$ cat src/rtl/dac_spi_driver_pkg.sv
// Shared definitions for the DAC serial link.
// Holds the driver state encoding, the frame width, the DAC word field
// positions and a helper that assembles a DAC word from channel and code,
// so the wave controller and the SPI driver agree on the word layout.
package dac_spi_driver_pkg;

  typedef enum logic [1:0] {
    ST_IDLE  = 2'b00,
    ST_LOAD  = 2'b01,
    ST_SHIFT = 2'b10,
    ST_GAP   = 2'b11
  } dac_state_e;

  localparam int DAC_FRAME_W   = 16;
  localparam int DAC_CH_MSB    = 15;
  localparam int DAC_CH_LSB    = 14;
  localparam int DAC_ZERO_MSB  = 13;
  localparam int DAC_ZERO_LSB  = 12;
  localparam int DAC_CODE_MSB  = 11;
  localparam int DAC_CODE_LSB  = 0;
  localparam int DAC_BIT_CNT_W = 4;
  localparam int DAC_DIV_CNT_W = 8;

  // Build a DAC word: channel in the top field, zero pad, 12-bit code.
  function automatic logic [DAC_FRAME_W-1:0] dac_make_word(input logic [1:0]  ch,
                                                           input logic [11:0] code);
    logic [DAC_FRAME_W-1:0] w;
    w = {DAC_FRAME_W{1'b0}};
    w[DAC_CH_MSB:DAC_CH_LSB]     = ch;
    w[DAC_CODE_MSB:DAC_CODE_LSB] = code;
    return w;
  endfunction

endpackage

$ cat src/rtl/dac_sclk_div.sv
// SCLK half-period timer for the DAC SPI driver.
// While en is high, counts CLK_DIV cycles per SCLK half-period, starting in
// the high half. fall_tick is high in the last cycle of a high half and
// rise_tick in the last cycle of a low half, so the owner registers the new
// SCLK level on that edge. Dropping en returns the timer to the start of a
// high half.
// Ports: clk, rst_n (async active-low), en, rise_tick, fall_tick.
module dac_sclk_div
  import dac_spi_driver_pkg::*;
#(
  parameter int CLK_DIV = 2
) (
  input  logic clk,
  input  logic rst_n,
  input  logic en,
  output logic rise_tick,
  output logic fall_tick
);

  localparam logic [DAC_DIV_CNT_W-1:0] DIV_LAST = DAC_DIV_CNT_W'(CLK_DIV - 1);

  logic [DAC_DIV_CNT_W-1:0] cnt_r;
  logic                     low_r;   // 1 while in the low half-period

  // Half-period counter; held at the start of a high half when disabled.
  always_ff @(posedge clk or negedge rst_n) begin
    if (!rst_n) begin
      cnt_r <= {DAC_DIV_CNT_W{1'b0}};
      low_r <= 1'b0;
    end else if (!en) begin
      cnt_r <= {DAC_DIV_CNT_W{1'b0}};
      low_r <= 1'b0;
    end else if (cnt_r == DIV_LAST) begin
      cnt_r <= {DAC_DIV_CNT_W{1'b0}};
      low_r <= ~low_r;
    end else begin
      cnt_r <= cnt_r + {{(DAC_DIV_CNT_W-1){1'b0}}, 1'b1};
    end
  end

  // Tick decode from the counter state.
  always_comb begin
    fall_tick = en && !low_r && (cnt_r == DIV_LAST);
    rise_tick = en &&  low_r && (cnt_r == DIV_LAST);
  end

endmodule

$ cat src/rtl/dac_spi_driver.sv
// SPI driver for a 16-bit serial DAC.
// Accepts DAC words on a one-cycle DataValid strobe, shifts them out MSB
// first with SCLK idling high (DAC samples on SCLK fall), frames each word
// with DAC_SYNC_n low and keeps a one-word pending slot for words that arrive
// while a frame is running. Every output is a register.
// Ports: CLK, RST_n (async active-low), DataIn[15:0], DataValid,
//        DAC_SCLK, DAC_SYNC_n, DAC_DIN, BusySgn, Ready, Done, Overrun.
module dac_spi_driver
  import dac_spi_driver_pkg::*;
#(
  parameter int CLK_DIV = 2,
  parameter int GAP_CYC = 2
) (
  input  logic                   CLK,
  input  logic                   RST_n,
  input  logic [DAC_FRAME_W-1:0] DataIn,
  input  logic                   DataValid,
  output logic                   DAC_SCLK,
  output logic                   DAC_SYNC_n,
  output logic                   DAC_DIN,
  output logic                   BusySgn,
  output logic                   Ready,
  output logic                   Done,
  output logic                   Overrun
);

  localparam logic [DAC_DIV_CNT_W-1:0] GAP_LAST = DAC_DIV_CNT_W'(GAP_CYC - 1);
  localparam logic [DAC_BIT_CNT_W-1:0] BIT_LAST = DAC_BIT_CNT_W'(DAC_FRAME_W - 1);

  dac_state_e               state_r;
  logic [DAC_FRAME_W-2:0]   shift_r;      // bits still to send after DAC_DIN
  logic [DAC_FRAME_W-1:0]   slot_r;
  logic                     slot_full_r;
  logic [DAC_BIT_CNT_W-1:0] bit_cnt_r;
  logic [DAC_DIV_CNT_W-1:0] gap_cnt_r;
  logic                     sclk_r;
  logic                     sync_n_r;
  logic                     din_r;
  logic                     busy_r;
  logic                     ready_r;
  logic                     done_r;
  logic                     overrun_r;

  logic                     shift_en_s;
  logic                     rise_tick_s;
  logic                     fall_tick_s;
  logic                     slot_wr_s;
  logic                     overrun_s;
  logic                     slot_full_s;
  logic [DAC_FRAME_W-1:0]   slot_s;

  // SCLK timing runs only while a frame is being shifted.
  always_comb begin
    shift_en_s = (state_r == ST_SHIFT);
  end

  dac_sclk_div #(
    .CLK_DIV (CLK_DIV)
  ) u_sclk_div (
    .clk       (CLK),
    .rst_n     (RST_n),
    .en        (shift_en_s),
    .rise_tick (rise_tick_s),
    .fall_tick (fall_tick_s)
  );

  // Pending-slot update. In IDLE a word goes straight to the shifter; in
  // LOAD the slot is being emptied this cycle, so a write refills it
  // without counting as an overwrite.
  always_comb begin
    slot_wr_s = DataValid && (state_r != ST_IDLE);
    overrun_s = slot_wr_s && slot_full_r && (state_r != ST_LOAD);
    slot_s    = slot_wr_s ? DataIn : slot_r;
    if (state_r == ST_LOAD) begin
      slot_full_s = slot_wr_s;
    end else begin
      slot_full_s = slot_full_r || slot_wr_s;
    end
  end

  // Driver FSM with shifter, counters and registered outputs.
  always_ff @(posedge CLK or negedge RST_n) begin
    if (!RST_n) begin
      state_r     <= ST_IDLE;
      shift_r     <= {(DAC_FRAME_W-1){1'b0}};
      slot_r      <= {DAC_FRAME_W{1'b0}};
      slot_full_r <= 1'b0;
      bit_cnt_r   <= {DAC_BIT_CNT_W{1'b0}};
      gap_cnt_r   <= {DAC_DIV_CNT_W{1'b0}};
      sclk_r      <= 1'b1;
      sync_n_r    <= 1'b1;
      din_r       <= 1'b0;
      busy_r      <= 1'b0;
      ready_r     <= 1'b1;
      done_r      <= 1'b0;
      overrun_r   <= 1'b0;
    end else begin
      done_r      <= 1'b0;
      overrun_r   <= overrun_s;
      slot_r      <= slot_s;
      slot_full_r <= slot_full_s;
      ready_r     <= ~slot_full_s;
      case (state_r)
        ST_IDLE: begin
          if (DataValid) begin
            din_r     <= DataIn[DAC_FRAME_W-1];
            shift_r   <= DataIn[DAC_FRAME_W-2:0];
            sync_n_r  <= 1'b0;
            sclk_r    <= 1'b1;
            bit_cnt_r <= {DAC_BIT_CNT_W{1'b0}};
            busy_r    <= 1'b1;
            state_r   <= ST_SHIFT;
          end else begin
            busy_r    <= 1'b0;
          end
        end
        ST_LOAD: begin
          din_r     <= slot_r[DAC_FRAME_W-1];
          shift_r   <= slot_r[DAC_FRAME_W-2:0];
          sync_n_r  <= 1'b0;
          sclk_r    <= 1'b1;
          bit_cnt_r <= {DAC_BIT_CNT_W{1'b0}};
          busy_r    <= 1'b1;
          state_r   <= ST_SHIFT;
        end
        ST_SHIFT: begin
          if (fall_tick_s) begin
            sclk_r <= 1'b0;
          end else if (rise_tick_s) begin
            sclk_r <= 1'b1;
            if (bit_cnt_r == BIT_LAST) begin
              // Last bit sampled: close the frame on this SCLK rise.
              sync_n_r  <= 1'b1;
              din_r     <= 1'b0;
              done_r    <= 1'b1;
              bit_cnt_r <= {DAC_BIT_CNT_W{1'b0}};
              gap_cnt_r <= {DAC_DIV_CNT_W{1'b0}};
              state_r   <= ST_GAP;
            end else begin
              din_r     <= shift_r[DAC_FRAME_W-2];
              shift_r   <= {shift_r[DAC_FRAME_W-3:0], 1'b0};
              bit_cnt_r <= bit_cnt_r + {{(DAC_BIT_CNT_W-1){1'b0}}, 1'b1};
            end
          end else begin
            sclk_r <= sclk_r;
          end
        end
        ST_GAP: begin
          if (gap_cnt_r == GAP_LAST) begin
            gap_cnt_r <= {DAC_DIV_CNT_W{1'b0}};
            // A word landing in this very cycle still counts as pending.
            if (slot_full_s) begin
              state_r <= ST_LOAD;
            end else begin
              busy_r  <= 1'b0;
              state_r <= ST_IDLE;
            end
          end else begin
            gap_cnt_r <= gap_cnt_r + {{(DAC_DIV_CNT_W-1){1'b0}}, 1'b1};
          end
        end
        default: begin
          sclk_r   <= 1'b1;
          sync_n_r <= 1'b1;
          din_r    <= 1'b0;
          busy_r   <= 1'b0;
          state_r  <= ST_IDLE;
        end
      endcase
    end
  end

  assign DAC_SCLK   = sclk_r;
  assign DAC_SYNC_n = sync_n_r;
  assign DAC_DIN    = din_r;
  assign BusySgn    = busy_r;
  assign Ready      = ready_r;
  assign Done       = done_r;
  assign Overrun    = overrun_r;

endmodule

$ cat config.mk
export PLATFORM = sky130hd
export DESIGN_NAME = dac_spi_driver
export DESIGN_NICKNAME = d
export VERILOG_FILES = /design/src/rtl/dac_spi_driver_pkg.sv /design/src/rtl/dac_sclk_div.sv /design/src/rtl/dac_spi_driver.sv
export SDC_FILE = /design/constraint.sdc
export NUM_CORES = 1
export LEC_CHECK = 0
export CAP_MARGIN = 40
export CORE_MARGIN = 5
export CORE_UTILIZATION = 50
export DETAILED_ROUTE_END_ITERATION = 12
export PLACE_DENSITY = 0.7
export RECOVER_POWER = 100
export SKIP_CTS_REPAIR_TIMING = 1
export SYNTH_ARGS = -nofsm -noshare
export SYNTH_HDL_FRONTEND = slang
export SYNTH_SLANG_ARGS = --single-unit
$ cat constraint.sdc
create_clock -name CLK -period 2.4 [get_ports CLK]
set_input_delay 0.24 -clock CLK [delete_from_list [all_inputs] [get_ports CLK]]
set_output_delay 0.24 -clock CLK [all_outputs]
set_load 0.05 [all_outputs]
-- Word level (Yosys, flattened, before mapping)
Cells that the tools add are included.
- bits in registers: 62
- input bits: 19
- output and inout bits: 7
- word-level logic and storage cells: 106
- add/sub/neg operators: 3
- equality and inequality tests: 16
- multiplexer cells: 49
- bitwise operators: 2
- reduce and logical (&&, ||, !) cells: 21
- operator list (kind ; count):
    2-to-1 mux 15 bit ; 4
    2-to-1 mux 8 bit ; 6
    one-hot mux 15 bit (3 select lines) ; 1
    2-to-1 mux 1 bit ; 22
    adder 8 x 1 -> 8 bit (second input constant) ; 2
    equality test 8 x 1 -> 1 bit (second input constant) ; 2
    2-to-1 mux 4 bit ; 4
    inequality test 2 bit (second input constant) ; 8
    one-hot mux 8 bit (2 select lines) ; 1
    AND reduction 5 bit ; 3
    one-hot mux 1 bit (3 select lines) ; 4
    one-hot mux 4 bit (3 select lines) ; 1
    2-to-1 mux 2 bit ; 5
    one-hot mux 2 bit (4 select lines) ; 1
    AND reduction 4 bit ; 2
    logical AND 1 bit ; 7
    AND reduction 3 bit ; 2
    nonzero test 3 bit ; 2
    adder 4 x 1 -> 4 bit (second input constant) ; 1
    equality test 2 bit (second input constant) ; 2
    equality test 4 bit (second input constant) ; 1
    nonzero test 2 bit ; 2
    inequality test 3 bit (second input constant) ; 1
    equality test 2 x 1 -> 1 bit (second input constant) ; 1
    other kinds (5) ; 6

-- Longest topological paths before layout
- depth after elaboration: 7
- depth in mapped cells: 8
- mapped depth without buffers: 6

-- Cells and area by module
A second synthesis with hierarchy kept.
- cells, all modules: 330
- area total of the unflattened synthesis: 3062.9 µm²
- by module, submodules not included (module ; times used ; cells each ; area an instance (µm²) ; seq. area each (µm²)):
    dac_spi_driver ; 1 ; 285 ; 2613.8 ; 1330.0
    dac_sclk_div ; 1 ; 45 ; 449.2 ; 225.2

-- Least setup slack after synthesis
No wires, ideal clock.
- path type: register -> register
- start: register state_r[0]
- end: register shift_r[0]
- setup time: 125 ps
- arrival: 2049 ps
- required time: 2275 ps
- setup slack: 226 ps
- stages on the path, launching flop included: 8
- path buffers: 2
- clock period less this slack: 2174 ps
- cells stage by stage: dfrtp_1 -> inv_1 -> ha_1 -> clkbuf_1 -> inv_1 -> o21ai_1 -> buf_6 -> mux2_4
- longest elaborated chain between the ends: 5
- elaborated cells between the ends (all ways): 14
- classes of those cells: eq/ne (6); mux (1); reduce/logical (7)
- RTL lines (element ; line ; RTL):
    start: declaration ; dac_spi_driver.sv:30 ; dac_state_e state_r;
    start signal: assignment ; dac_spi_driver.sv:84 ; state_r <= ST_IDLE;
    start signal: assignment ; dac_spi_driver.sv:112 ; state_r <= ST_SHIFT;
    start signal: assignment ; dac_spi_driver.sv:124 ; state_r <= ST_SHIFT;
    equality test 2 bit ; dac_spi_driver.sv:54, dac_spi_driver.sv:103 ;
    logical AND 1 bit (on tied branches) (2 in a row) ; dac_sclk_div.sv:43, dac_sclk_div.sv:44 ;
    inequality test 2 bit (no line) ; -- ;
    AND reduction 5 bit (no line) ; -- ;
    end signal: assignment ; dac_spi_driver.sv:85 ; shift_r <= {(DAC_FRAME_W-1){1'b0}};
    end signal: assignment ; dac_spi_driver.sv:107 ; shift_r <= DataIn[DAC_FRAME_W-2:0];
    end signal: assignment ; dac_spi_driver.sv:119 ; shift_r <= slot_r[DAC_FRAME_W-2:0];
    end: declaration ; dac_spi_driver.sv:31 ; logic [DAC_FRAME_W-2:0] shift_r;
Several ways; a longest one is shown, not always the timed one.
A chain may end at the register's enable or synchronous reset.

-- Final worst setup path
- start: register state_r[0]
- end: register gap_cnt_r[7]
- longest elaborated chain between the ends: 5
- elaborated cells between the ends (all ways): 12
- classes of those cells: eq/ne (5); mux (1); reduce/logical (6)
- RTL lines (element ; line ; RTL):
    equality test 2 bit * ; dac_spi_driver.sv:54 ; shift_en_s = (state_r == ST_SHIFT);
    named net shift_en_s ; dac_spi_driver.sv:44 ; logic shift_en_s;
    logical AND 1 bit (on tied branches) (2 in a row) ; dac_sclk_div.sv:43, dac_sclk_div.sv:44 ;
    inequality test 2 bit (no line) ; -- ;
    AND reduction 4 bit (no line) ; -- ;
    end signal: assignment ; dac_spi_driver.sv:89 ; gap_cnt_r <= {DAC_DIV_CNT_W{1'b0}};
    end signal: assignment ; dac_spi_driver.sv:137 ; gap_cnt_r <= {DAC_DIV_CNT_W{1'b0}};
    end signal: assignment ; dac_spi_driver.sv:150 ; gap_cnt_r <= {DAC_DIV_CNT_W{1'b0}};
    end: declaration ; dac_spi_driver.sv:35 ; logic [DAC_DIV_CNT_W-1:0] gap_cnt_r;
Mark *: on every way through the listed nets, which the timed path passes. The rest lies on a longest branch.

==> flow_metrics.env <==
export IMPL_holdCritPathClass="in2reg"
export IMPL_core_rowCount=29
export IMPL_grt_remaining_overflow=0
export IMPL_grt_pass1_wl_mm=10.7
export IMPL_clk_latency_ns=0.34
export IMPL_yosysMostFrequentCell="dfrtp_1"
export IMPL_track_usage=0.175
export IMPL_period_share=0.919
export IMPL_synth_enable_flop_cells=0
export IMPL_ys_types=49
export IMPL_rsz0062_at_grt="false"
export IMPL_worstPathCellList="inv_1 -> ha_1 -> nand2_1 -> a22o_1 -> nor3b_1 -> clkbuf_1 -> o2bb2ai_1"
export IMPL_synth_seq_cells=62
export IMPL_end_kind="flip-flop"
export IMPL_final_nets=385
export IMPL_antenna_found_initial=0
export IMPL_drive_gt1_frac=0.144
export IMPL_fmax_mhz=454
export IMPL_syn_inst=316
export IMPL_drc=0
export IMPL_p_leak_nw=1.80
export IMPL_finalHoldViolCount=0
export IMPL_status="complete, no violations"
export IMPL_synth_nets=346
export IMPL_seq_area_um2=1560
export IMPL_slew_viol_final=0
export IMPL_io_pins=26
export IMPL_io_buffers=25
export IMPL_synth_top_cell_by_area="dfrtp_1"
export IMPL_yosys_area_top_type_share=0.469
export IMPL_die_area_um2=7980
export IMPL_r2r_start="state_r[0]$_DFFE_PN0P_"
export IMPL_cp_max_fo=11
export IMPL_grt_pass1_vias=2329
export IMPL_required_ns=2.66
export IMPL_netlist_top_cells_area="dfrtp_1, nand2_1, mux2_4"
export IMPL_synth_ff_type="dfrtp_1"
export IMPL_powerDensity_nw_per_um2=589
export IMPL_synthArstFlopShare=1.00
export IMPL_drv_cap=0
export IMPL_cts_sinks=62
export IMPL_min_period_ns=2.20
export IMPL_multi_input_area_um2=1480
export IMPL_htree_levels=3
export IMPL_die_x_um=89.3
export IMPL_gp_congestion=0.871
export IMPL_cts_made_buffers=9
export IMPL_skew_ns=0.00983
export IMPL_routed_via_density=5.43
export IMPL_clk_pin_slew_ns=0.07
export IMPL_grt_max_degree=63
export IMPL_initial_core_util=0.504
export IMPL_yosysSeqAreaShare=0.494
export IMPL_ys_warn_count=0
export IMPL_worstReg2RegEnd="gap_cnt_r[7]$_DFFE_PN0P_"
export IMPL_crit_start="state_r[0]$_DFFE_PN0P_"
export IMPL_vias=2374
export IMPL_power_mw=2.21
export IMPL_cts_tree="built"
export IMPL_synth_area_um2=3150
export IMPL_nFillCells=546
export IMPL_die_y_um=89.3
export IMPL_netlist_top_cells_count="dfrtp_1, nand2_1, nor2_1, a21oi_1, a22oi_1"
export IMPL_dpl_hpwl_mm=4.21
export IMPL_coreArea_um2=6240
export IMPL_first_pass_iters=4
export IMPL_relSlewSlack=0.0130
export IMPL_crit_path_end="gap_cnt_r[7]$_DFFE_PN0P_"
export IMPL_ir_drop_mv=0.464
export IMPL_insertedDiodeCount=0
export IMPL_slowest_stage="nor3b_1"
export IMPL_syn2layout_area_growth_pct=19.0
export IMPL_fin_setup_tns_ns=0
export IMPL_cts_root_buffer="clkbuf_8"
export IMPL_min_path_cells=3
export IMPL_reg2reg_slack_ns=0.20
export IMPL_avgRoutedWirePerCell_um=14.1
export IMPL_drtIter0Drc=132
export IMPL_cpPeakStageDelay_ns=0.46
export IMPL_start_kind="flip-flop"
export IMPL_crit_type="reg2reg"
export IMPL_cp_data_arrival_time_ns=2.47
export IMPL_routed_wl_mm=6.18
export IMPL_cts_buffer_depth=2
export IMPL_ant_nets=0
export IMPL_avgSynthCellArea_um2=9.96
export IMPL_worst_pin_slew_ns=1.48
export IMPL_setup_viol=0
export IMPL_reg2regPathDepth=7
state kept, by name, summed over array words and instances (netlist names), 2 cells and up:
signal / flops
slot_r: 16
u_sclk_div.cnt_r: 8
state_r: 2
gap_cnt_r: 8
bit_cnt_r: 4
shift_r: 15
cells in the final DEF (no fill, tap or decap), types with 3 or more instances in the layout:
| cell type | Yosys | routed |
|---|---|---|
| mux2_2 | 7 | 7 |
| clkbuf_8 | 0 | 9 |
| xor2_1 | 6 | 6 |
| nor4b_1 | 2 | 3 |
| nand2_1 | 54 | 54 |
| a211oi_1 | 3 | 3 |
| mux2i_1 | 4 | 4 |
| mux2_4 | 10 | 10 |
| nor2_1 | 33 | 33 |
| nand3_1 | 10 | 10 |
| clkbuf_1 | 9 | 4 |
| a21oi_1 | 18 | 18 |
| clkdlybuf4s50_1 | 0 | 17 |
| a211o_1 | 4 | 4 |
| nand2b_1 | 4 | 4 |
| o31ai_1 | 4 | 4 |
| buf_4 | 0 | 10 |
| a22o_1 | 5 | 5 |
| dfrtp_1 | 59 | 59 |
| nor3_1 | 3 | 3 |
| dfstp_2 | 3 | 3 |
| dlygate4sd3_1 | 0 | 8 |
| a22oi_1 | 14 | 14 |
| inv_1 | 12 | 12 |
| o21ai_0 | 6 | 8 |
| nor2b_1 | 3 | 3 |
| ha_1 | 11 | 11 |
where the power goes:
part           total (mW)  leakage (nW)  internal, mW  switching (mW)
clock network       0.995         0.106         0.583           0.412
registers            1.09         0.780          1.08          0.0169
logic               0.118         0.912        0.0554          0.0629
worst min path at each step:
| stage | start | end | slack, ns |
|---|---|---|---|
| 6_report | DataIn[4] | slot_r[4]$_DFFE_PN0P_ | 0.45 |
| 5_1_grt | DataIn[12] | slot_r[12]$_DFFE_PN0P_ | 0.44 |
| 4_1_cts | RST_n | slot_r[10]$_DFFE_PN0P_ | -0.1 |
| 3_5_place_dp | RST_n | u_sclk_div.cnt_r[2]$_DFF_PN0_ | 0.28 |
| 3_3_place_gp | RST_n | u_sclk_div.cnt_r[6]$_DFF_PN0_ | 0.27 |
| 2_1_floorplan | RST_n | BusySgn$_DFFE_PN0P_ | -0.06 |
logic make-up (layout without fill, tap and decap cells):
group                      Yosys count  in the layout  synth area share
and+or+nand+nor                    124            124             0.182
DFF                                 62             62             0.494
buffers and inverters               25             69            0.0326
AOI/OAI and AO/OA                   66             66             0.142
adders and majority gates           11             11            0.0437
xor gates and xnor gates             7              7            0.0195
muxes                               21             21            0.0855
per-layer routing:
layer | track usage | share of wire
met3 | 0.0498 | 0.044
met1 | 0.218 | 0.46
met4 | 0.0758 | 0.022
met5 | 0 | 0
met2 | 0.283 | 0.47
cell type report:
cell class,instances,share of cell area
clock buffer,10,0.0341
sequential,62,0.415
clock inverter,6,0.0230
tap,77,0.0257
multi-input combinational,229,0.396
timing repair buffer,41,0.0939
inverter,12,0.0120
worst max-delay path, delay by kind of cell (launching register included):
| family | cells | cell delay (ns) |
|---|---|---|
| AOI/OAI and AO/OA | 2 | 0.46 |
| DFF | 1 | 0.42 |
| and+or+nand+nor | 2 | 0.59 |
| adders and majority gates | 1 | 0.26 |
| buffers and inverters | 2 | 0.40 |
metrics by stage:
stage | hold slack (ns) | std cells | util | instance area (µm²) | setup WS (ns)
5_1_grt | 0.440 | 437 | 0.600 | 3750 | 0.0146
2_1_floorplan | -0.0556 | 316 | - | 3150 | 0.226
4_1_cts | -0.0988 | 436 | 0.604 | 3770 | 0.195
6_report | 0.449 | 437 | 0.600 | 3750 | 0.195
3_3_place_gp | 0.275 | 420 | 0.570 | 3560 | 0.279
3_5_place_dp | 0.276 | 420 | 0.570 | 3560 | 0.224
Power figures use the tool's default switching activity.
